File: src/rtl/hex_scan_driver_pkg.sv
// Shared types and constants for the multiplexed hex display driver.
package SLC3_TYPES;

  // Scan phases: a digit is lit during SCAN_ON, everything is dark during SCAN_GAP.
  typedef enum logic {
    SCAN_ON  = 1'b0,
    SCAN_GAP = 1'b1
  } scan_state_e;

  // One complete display image: four nibbles plus per-digit blank/dp and lz enable.
  typedef struct packed {
    logic [15:0] data;
    logic [3:0]  blank;
    logic [3:0]  dp;
    logic        lz;
  } disp_img_t;

  // Active-low {g,f,e,d,c,b,a} glyphs for 0123456789AbCdEF; entry n is glyph n.
  localparam logic [15:0][6:0] HEX_GLYPHS = {
    7'h0E, 7'h06, 7'h21, 7'h46, 7'h03, 7'h08, 7'h10, 7'h00,
    7'h78, 7'h02, 7'h12, 7'h19, 7'h30, 7'h24, 7'h79, 7'h40
  };

endpackage

File: src/rtl/hex_seg_decode.sv
// Combinational nibble to active-low seven-segment glyph lookup.
module hex_seg_decode
  import SLC3_TYPES::*;
(
  input  logic [3:0] i_nibble,
  output logic [6:0] o_seg
);

  // Table lookup into the shared glyph constant.
  always_comb begin
    o_seg = HEX_GLYPHS[i_nibble];
  end

endmodule

File: src/rtl/hex_scan_driver.sv
// Time-multiplexed four-digit hex display driver with blanking gaps and a
// double-buffered image that only updates on frame boundaries.
module hex_scan_driver
  import SLC3_TYPES::*;
#(
  parameter int unsigned ON_CYCLES  = 50000,
  parameter int unsigned GAP_CYCLES = 500
) (
  input  logic        clk,
  input  logic        reset,
  input  logic [15:0] data_i,
  input  logic [3:0]  blank_i,
  input  logic [3:0]  dp_i,
  input  logic        lz_i,
  input  logic        load_i,
  output logic [7:0]  hex_seg_o,
  output logic [3:0]  hex_grid_o,
  output logic        pending_o
);

  localparam int unsigned MaxCycles = (ON_CYCLES > GAP_CYCLES) ? ON_CYCLES : GAP_CYCLES;
  // A single-cycle maximum would give a zero-width counter; keep at least one bit.
  localparam int unsigned CntW      = (MaxCycles > 1) ? $clog2(MaxCycles) : 1;
  localparam logic [CntW-1:0] OnLast  = CntW'(ON_CYCLES - 1);
  localparam logic [CntW-1:0] GapLast = CntW'(GAP_CYCLES - 1);

  scan_state_e     r_state, w_state_next;
  logic [CntW-1:0] r_cnt, w_cnt_next;
  logic [1:0]      r_idx, w_idx_next;
  logic            w_frame_copy;

  disp_img_t       r_shadow, r_disp;
  disp_img_t       w_new_img;
  logic            r_pending;

  logic [3:0]      w_nibble;
  logic [6:0]      w_glyph;
  logic [15:0]     w_upper;
  logic            w_lz_blank;
  logic [7:0]      w_seg;
  logic [3:0]      w_grid;
  logic [7:0]      r_seg;
  logic [3:0]      r_grid;

  assign w_new_img = '{data: data_i, blank: blank_i, dp: dp_i, lz: lz_i};

  // Scan state, tick counter and digit index register.
  always_ff @(posedge clk) begin
    if (reset) begin
      r_state <= SCAN_GAP;
      r_cnt   <= '0;
      r_idx   <= 2'd3;
    end else begin
      r_state <= w_state_next;
      r_cnt   <= w_cnt_next;
      r_idx   <= w_idx_next;
    end
  end

  // Next-state logic: ON phase then GAP phase per digit; leaving the gap after
  // digit 3 is the frame boundary where the shadow image is taken.
  always_comb begin
    w_state_next = r_state;
    w_cnt_next   = r_cnt + CntW'(1);
    w_idx_next   = r_idx;
    w_frame_copy = 1'b0;
    unique case (r_state)
      SCAN_ON: begin
        if (r_cnt == OnLast) begin
          w_state_next = SCAN_GAP;
          w_cnt_next   = '0;
        end
      end
      SCAN_GAP: begin
        if (r_cnt == GapLast) begin
          w_state_next = SCAN_ON;
          w_cnt_next   = '0;
          w_idx_next   = r_idx + 2'd1;
          w_frame_copy = (r_idx == 2'd3);
        end
      end
      default: begin
        w_state_next = SCAN_GAP;
        w_cnt_next   = '0;
      end
    endcase
  end

  // Shadow capture, frame-boundary copy and pending flag; a load landing on the
  // boundary still copies the old shadow and keeps the new value pending.
  always_ff @(posedge clk) begin
    if (reset) begin
      r_shadow  <= '0;
      r_disp    <= '0;
      r_pending <= 1'b0;
    end else begin
      if (load_i) begin
        r_shadow <= w_new_img;
      end
      if (w_frame_copy) begin
        r_disp <= r_shadow;
      end
      if (load_i) begin
        r_pending <= 1'b1;
      end else if (w_frame_copy) begin
        r_pending <= 1'b0;
      end
    end
  end

  assign w_nibble = r_disp.data[{r_idx, 2'b00} +: 4];

  hex_seg_decode u_seg_decode (
    .i_nibble (w_nibble),
    .o_seg    (w_glyph)
  );

  // Leading-zero blanking: nibble n and all higher nibbles zero, never digit 0.
  always_comb begin
    w_upper    = r_disp.data >> {r_idx, 2'b00};
    w_lz_blank = r_disp.lz && (r_idx != 2'd0) && (w_upper == 16'h0000);
  end

  // Output selection for the current state and digit.
  always_comb begin
    w_grid = 4'hF;
    w_seg  = 8'hFF;
    if (r_state == SCAN_ON) begin
      w_grid = ~(4'b0001 << r_idx);
      if (!(r_disp.blank[r_idx] || w_lz_blank)) begin
        w_seg = {~r_disp.dp[r_idx], w_glyph};
      end
    end
  end

  // Registered outputs, one cycle behind the scan state.
  always_ff @(posedge clk) begin
    if (reset) begin
      r_seg  <= 8'hFF;
      r_grid <= 4'hF;
    end else begin
      r_seg  <= w_seg;
      r_grid <= w_grid;
    end
  end

  assign hex_seg_o  = r_seg;
  assign hex_grid_o = r_grid;
  assign pending_o  = r_pending;

endmodule

File: config.mk
export PLATFORM = sky130hd
export DESIGN_NAME = hex_scan_driver
export DESIGN_NICKNAME = d
export VERILOG_FILES = /design/src/rtl/hex_scan_driver_pkg.sv /design/src/rtl/hex_seg_decode.sv /design/src/rtl/hex_scan_driver.sv
export SDC_FILE = /design/constraint.sdc
export NUM_CORES = 1
export LEC_CHECK = 0
export CAP_MARGIN = 20
export CORE_AREA = 2 2 73 102
export DETAILED_ROUTE_END_ITERATION = 10
export DIE_AREA = 0 0 75 104
export PLACE_DENSITY = 0.8
export RECOVER_POWER = 25
export SYNTH_ARGS = -nofsm -noshare
export SYNTH_HDL_FRONTEND = slang
export SYNTH_SLANG_ARGS = --single-unit
File: constraint.sdc
create_clock -name clk -period 6.8 [get_ports clk]
set_clock_uncertainty 0.05 [all_clocks]
set_input_delay 1.02 -clock clk [delete_from_list [all_inputs] [get_ports clk]]
set_output_delay 1.02 -clock clk [all_outputs]
set_load 0.005 [all_outputs]
==> results.sh, run 1 <==
export IMPL_grt_pass1_wl_microns=10800
export IMPL_htree_num_levels=3
export IMPL_timing_fmax_mhz=290
export IMPL_global_route_overflow_total=0
export IMPL_drive_above_1_share_pct=8.68
export IMPL_max_slew_worst_pin_slew_ns=2.41
export IMPL_period_needed_ns=3.44
export IMPL_numPlacedInstances=459
export IMPL_postCtsHoldBufs=0
export IMPL_ys_seq_area_share_pct=46.3
export IMPL_max_clock_path_buffers=2
export IMPL_post_synth_num_cell_types=48
export IMPL_ys_top_cells_by_area="sky130_fd_sc_hd__dfxtp_1 (46%), sky130_fd_sc_hd__mux2i_1 (14%), sky130_fd_sc_hd__nor2_1 (7.8%), sky130_fd_sc_hd__ha_1 (3.5%), sky130_fd_sc_hd__mux4_2 (2.5%)"
export IMPL_drt_vias_per_instance=5.11
export IMPL_critical_path_launch_point_type="input pin"
export IMPL_endpoint_kind="flip-flop"
export IMPL_final_cells=475
export IMPL_crit_path_cell_trace="buf_2, clkbuf_1, a41o_1, nand2b_1, nor2_1"
export IMPL_max_cap_viols=1
export IMPL_synthToLayoutAreaGrowth_pct=15.3
export IMPL_netlist_instances=339
export IMPL_synth_area_leader_cell="sky130_fd_sc_hd__dfxtp_1"
export IMPL_final_period_utilization_pct=50.6
export IMPL_pre_cts_ws_ns=3.97
export IMPL_violations="max-capacitance violations, max-slew violations"
export IMPL_root_buffer="sky130_fd_sc_hd__clkbuf_8"
export IMPL_hold_class="reg -> reg"
export IMPL_synth_net_count=377
export IMPL_port_buffers=40
export IMPL_clock_sinks=82
export IMPL_finalNetCount=413
export IMPL_post_synth_instance_area_sq_um=3550
export IMPL_finalWeightedCongestion=0.831
export IMPL_slew_limit_headroom_pct=-60.3
export IMPL_ys_flop_type="sky130_fd_sc_hd__dfxtp_1"
export IMPL_post_drt_wl_per_cell_microns=13.4
export IMPL_cp_buf_inv_count=2
export IMPL_grt_start_max_net_pins=57
export IMPL_rows=36
export IMPL_timing_critical_path_slowest_cell_delay_ns=1.70
export IMPL_worst_path_max_delay_cell="sky130_fd_sc_hd__clkbuf_1"
export IMPL_critPathTopFamily="buffers and inverters"
export IMPL_finalWorstSetupSlack_ns=3.36
export IMPL_numCtsBuffers=9
export IMPL_ioPinCount=41
export IMPL_design_core_area_sq_um=6890
export IMPL_worst_path_max_fanout=56
export IMPL_cts_repair_resize_count=0
export IMPL_drt_wl_total_microns=6380
export IMPL_die_height_microns=104
export IMPL_cts_repair_timing_setup_buffer_count=0
export IMPL_timing_max_transition_violations_final=57
export IMPL_dpl_hpwl_microns=4510
export IMPL_power_ir_vdd_worst_mv=0.131
export IMPL_die_width_microns=75
export IMPL_setup_viol=0
export IMPL_gr_usage_all_layers_pct=18.1
export IMPL_p_leak_nw=1.76
export IMPL_crit_type="in -> reg"
export IMPL_synth_edff_count=0
export IMPL_yosys_register_bits=82
export IMPL_post_synth_top_area_fraction_pct=46.3
export IMPL_post_detailed_route_drc_marker_count=0
export IMPL_first_global_vias=2341
export IMPL_yosys_cell_count_top_type="sky130_fd_sc_hd__dfxtp_1"
export IMPL_tns_ns=0
export IMPL_antenna_found_initial=0
export IMPL_antenna_left=0
export IMPL_initial_utilization_pct=51.5
export IMPL_p_per_area_nw_per_um2=216
export IMPL_insertion_delay_ns=0.36
export IMPL_hold_viol_final=0
export IMPL_worst_ep_arrival_time_ns=3.61
export IMPL_ys_async_sr_fraction_pct=0
export IMPL_antennaDiodeCount=0
export IMPL_cp_data_required_time_ns=6.97
export IMPL_die_area_sq_um=7800
export IMPL_post_synth_most_frequent_cells="sky130_fd_sc_hd__dfxtp_1 (82), sky130_fd_sc_hd__nor2_1 (74), sky130_fd_sc_hd__mux2i_1 (50), sky130_fd_sc_hd__nand2_1 (20), sky130_fd_sc_hd__ha_1 (10)"
export IMPL_final_hold_worst_slack_ns=0.411
export IMPL_num_vias=2425
export IMPL_status="complete, but fails checks"
export IMPL_ys_warnings_count=0
export IMPL_grt_setup_unrepaired="false"
export IMPL_synth_area_per_cell_sq_um=10.5
export IMPL_cts_tree="built"
export IMPL_drt_iter0_markers=91
export IMPL_drt_pass1_iter_count=4
export IMPL_clkSlewWorstSetupHoldPaths_ns=0.08
-- metal layers --
layer	track usage, %	wire length, microns
met1	20.8	2740
met3	5.33	201
met4	7.53	125
met2	30.3	3320
met5	0	0
-- stage by stage --
stage | cell area (sq um) | utilization [%] | power (mW)
after global routing | 4090 | 59.3 | 0.918
after detailed placement | 3900 | 56.5 | 0.554
after global placement | 3900 | 56.5 | 0.553
after floorplan | 3550 | - | 0.536
after CTS | 4090 | 59.4 | 0.893
final | 4090 | 59.3 | 0.883
-- registers in the layout, indices dropped and copies added (netlist names) --
register and count:
hex_grid_o 4, hex_seg_o 8, pending_o 1, r_cnt 16, r_idx 2, r_disp 25, r_shadow 25, r_state 1
-- where the power goes --
group	internal (mW)	leakage (nW)	switching, mW
clock	0.170	0.0925	0.170
combinational	0.0265	1.00	0.0195
sequential	0.491	0.667	0.00647
total	0.687	1.76	0.196
-- final timing paths --
kind / slack, ns / endpoint / cells past startpoint / startpoint
min reg2reg: 0.41 / r_cnt[0] / 1 / r_cnt[0]
max: 3.36 / r_cnt[9] / 5 / reset
min: 0.41 / r_cnt[0] / 1 / r_cnt[0]
max reg2reg: 3.85 / hex_seg_o[6] / 7 / r_idx[0]
-- layout make-up --
cell class                      instances  area, sq um
Clock inverter                          6         67.6
Tap cell                               95          119
Timing Repair Buffer                   43          414
Clock buffer                           10          128
Multi-Input combinational cell        233         1700
Sequential cell                        82         1640
Inverter                                6         22.5
Fill cell                             599         2800
-- placed cells by master, fill, tap and decap left out, drive strengths merged, types with 4 or more instances in the layout --
cell / instances
dfxtp: 82
nor2: 74
mux2i: 50
clkdlybuf4s50: 39
nand2: 20
clkbuf: 11
ha: 10
xnor2: 9
nand3: 8
inv: 6
xor2: 6
nor4: 6
mux4: 6
a21oi: 5
nand4: 4
-- kinds of logic after synthesis --
logic type	count (synthesis)	share of synthesized area [%]
AOI/OAI and AO/OA	17	3.60
xor gates and xnor gates	15	3.71
adders and majority gates	10	3.53
buffers and inverters	24	5.89
DFF	82	46.3
muxes	58	18.8
and+or+nand+nor	133	18.2
(Power assumes the default switching activity.)
==> inputs of run 2 (changes only) <==
--- a/config.mk
+++ b/config.mk
@@ -6,10 +6,10 @@
 export NUM_CORES = 1
 export LEC_CHECK = 0
 export CAP_MARGIN = 20
-export CORE_AREA = 2 2 73 102
+export CORE_AREA = 2 2 75 105
 export DETAILED_ROUTE_END_ITERATION = 10
-export DIE_AREA = 0 0 75 104
-export PLACE_DENSITY = 0.8
+export DIE_AREA = 0 0 77 107
+export PLACE_DENSITY = 0.79
 export RECOVER_POWER = 25
 export SYNTH_ARGS = -nofsm -noshare
 export SYNTH_HDL_FRONTEND = slang
==> constraint.sdc (replaced) <==
create_clock -name clk -period 3.05 [get_ports clk]
set_clock_uncertainty 0.05 [all_clocks]
set_input_delay 0.4575 -clock clk [delete_from_list [all_inputs] [get_ports clk]]
set_output_delay 0.4575 -clock clk [all_outputs]
set_load 0.005 [all_outputs]
==> results.sh, run 2 (synthesis results as in run 1) <==
export IMPL_critical_path_launch_point_type="flip-flop"
export IMPL_status="complete, but fails checks"
export IMPL_final_period_utilization_pct=87.6
export IMPL_insertion_delay_ns=0.34
export IMPL_share_clk_of_total_power_pct=40.4
export IMPL_cp_data_required_time_ns=3.27
export IMPL_cts_tree="built"
export IMPL_tns_ns=0
export IMPL_die_height_microns=107
export IMPL_finalWeightedCongestion=0.876
export IMPL_first_global_vias=2528
export IMPL_p_leak_nw=1.77
export IMPL_endpoint_kind="flip-flop"
export IMPL_dpl_hpwl_microns=4760
export IMPL_ioPinCount=41
export IMPL_power_ir_vdd_worst_mv=0.254
export IMPL_drt_vias_per_instance=5.19
export IMPL_hold_class="in -> reg"
export IMPL_post_detailed_route_drc_marker_count=0
export IMPL_commonest_non_fill_non_tap_cell_in_the_layout="sky130_fd_sc_hd__dfxtp_1"
export IMPL_htree_num_levels=3
export IMPL_post_drt_wl_per_cell_microns=14.3
export IMPL_worst_r2r_startpoint="r_idx[0]"
export IMPL_synthToLayoutAreaGrowth_pct=15.9
export IMPL_finalWorstSetupSlack_ns=0.377
export IMPL_antenna_left=0
export IMPL_grt_setup_unrepaired="false"
export IMPL_clock_sinks=82
export IMPL_numPlacedInstances=462
export IMPL_p_per_area_nw_per_um2=495
export IMPL_timing_hold_worst_start="reset"
export IMPL_final_hold_worst_slack_ns=0.387
export IMPL_drive_above_1_share_pct=8.68
export IMPL_sequentialPowerShare_pct=54.5
export IMPL_die_width_microns=77
export IMPL_timing_max_transition_violations_final=27
export IMPL_top_regs="r_disp x25, r_shadow x25, r_cnt x16"
export IMPL_max_slew_worst_pin_slew_ns=1.78
export IMPL_switching_share_pct=20.9
export IMPL_timing_fmax_mhz=374
export IMPL_violations="max-capacitance violations, max-slew violations"
export IMPL_netSwitchingPower_uw=426
export IMPL_grt_pass1_wl_microns=11700
export IMPL_dpl_instance_area_sq_um=3910
export IMPL_global_route_overflow_total=0
export IMPL_finalNetCount=414
export IMPL_max_cap_viols=1
export IMPL_drt_iter0_markers=94
export IMPL_worst_path_max_fanout=8
export IMPL_worst_ep_arrival_time_ns=2.90
export IMPL_power_internal_mw=1.61
export IMPL_rows=37
export IMPL_most_frequent_cells_in_the_layout="sky130_fd_sc_hd__dfxtp_1 (82), sky130_fd_sc_hd__nor2_1 (74), sky130_fd_sc_hd__mux2i_1 (50)"
export IMPL_gr_usage_all_layers_pct=17.7
export IMPL_cts_repair_resize_count=0
export IMPL_core_utilization_of_the_finished_layout_pct=56.2
export IMPL_power_mw=2.03
export IMPL_antennaDiodeCount=0
export IMPL_slew_limit_headroom_pct=-18.5
export IMPL_hold_viol_final=0
export IMPL_crit_type="reg -> reg"
export IMPL_clkSlewWorstSetupHoldPaths_ns=0.08
export IMPL_setup_viol=0
export IMPL_postCtsHoldBufs=0
export IMPL_root_buffer="sky130_fd_sc_hd__clkbuf_8"
export IMPL_drt_wl_total_microns=6810
export IMPL_port_buffers=40
export IMPL_period_needed_ns=2.67
export IMPL_cts_repair_timing_setup_buffer_count=0
export IMPL_grt_start_max_net_pins=56
export IMPL_num_vias=2474
export IMPL_final_cells=477
export IMPL_pre_cts_ws_ns=0.392
export IMPL_comb_power_share_pct=5.1
export IMPL_antenna_found_initial=0
export IMPL_critical_path_startpoint="r_idx[0]"
export IMPL_max_clock_path_buffers=2
export IMPL_initial_utilization_pct=48.5
export IMPL_finalInstanceArea_sq_um=4110
export IMPL_die_area_sq_um=8240
export IMPL_drt_pass1_iter_count=4
export IMPL_numCtsBuffers=9
export IMPL_design_core_area_sq_um=7310
-- run 2: power by group through the flow --
stage          registers [mW]  logic [mW]  clock network, mW
6_report                 1.11       0.104              0.822
5_1_grt                  1.11       0.113              0.875
4_1_cts                  1.11       0.104              0.833
3_5_place_dp             1.13       0.103                  0
3_3_place_gp             1.13       0.101                  0
2_1_floorplan            1.13      0.0656                  0
-- run 2: area by class of cell --
class                           instances  area (sq um)
Tap cell                               97           121
Multi-Input combinational cell        233          1700
Fill cell                             680          3200
Clock inverter                          5          80.1
Sequential cell                        82          1640
Timing Repair Buffer                   44           422
Clock buffer                           10           128
Inverter                                6          22.5
-- run 2: worst paths after layout --
| path | endpoint | slack (ns) | cells after the start |
|---|---|---|---|
| worst max-delay path | hex_seg_o[6] | 0.38 | 7 |
| worst min register to register | r_cnt[0] | 0.42 | 1 |
| worst min-delay path | r_state | 0.39 | 3 |
| worst max register to register | hex_seg_o[6] | 0.38 | 7 |
-- run 2: layer usage --
metal / global-route usage, % / part of all wire [%]
met5: 0 / 0
met2: 31.8 / 53
met4: 8.42 / 2.0
met3: 3.79 / 3.2
met1: 19.9 / 41
-- run 2: worst max-delay path, cell delays in order, from the launching register on --
cell                        delay (ns)
sky130_fd_sc_hd__dfxtp_1          0.51
sky130_fd_sc_hd__mux4_2           0.60
sky130_fd_sc_hd__inv_1            0.14
sky130_fd_sc_hd__ha_1             0.22
sky130_fd_sc_hd__or4bb_1          0.51
sky130_fd_sc_hd__a2111oi_2        0.33
sky130_fd_sc_hd__nor4_4           0.12
sky130_fd_sc_hd__o211ai_1         0.11
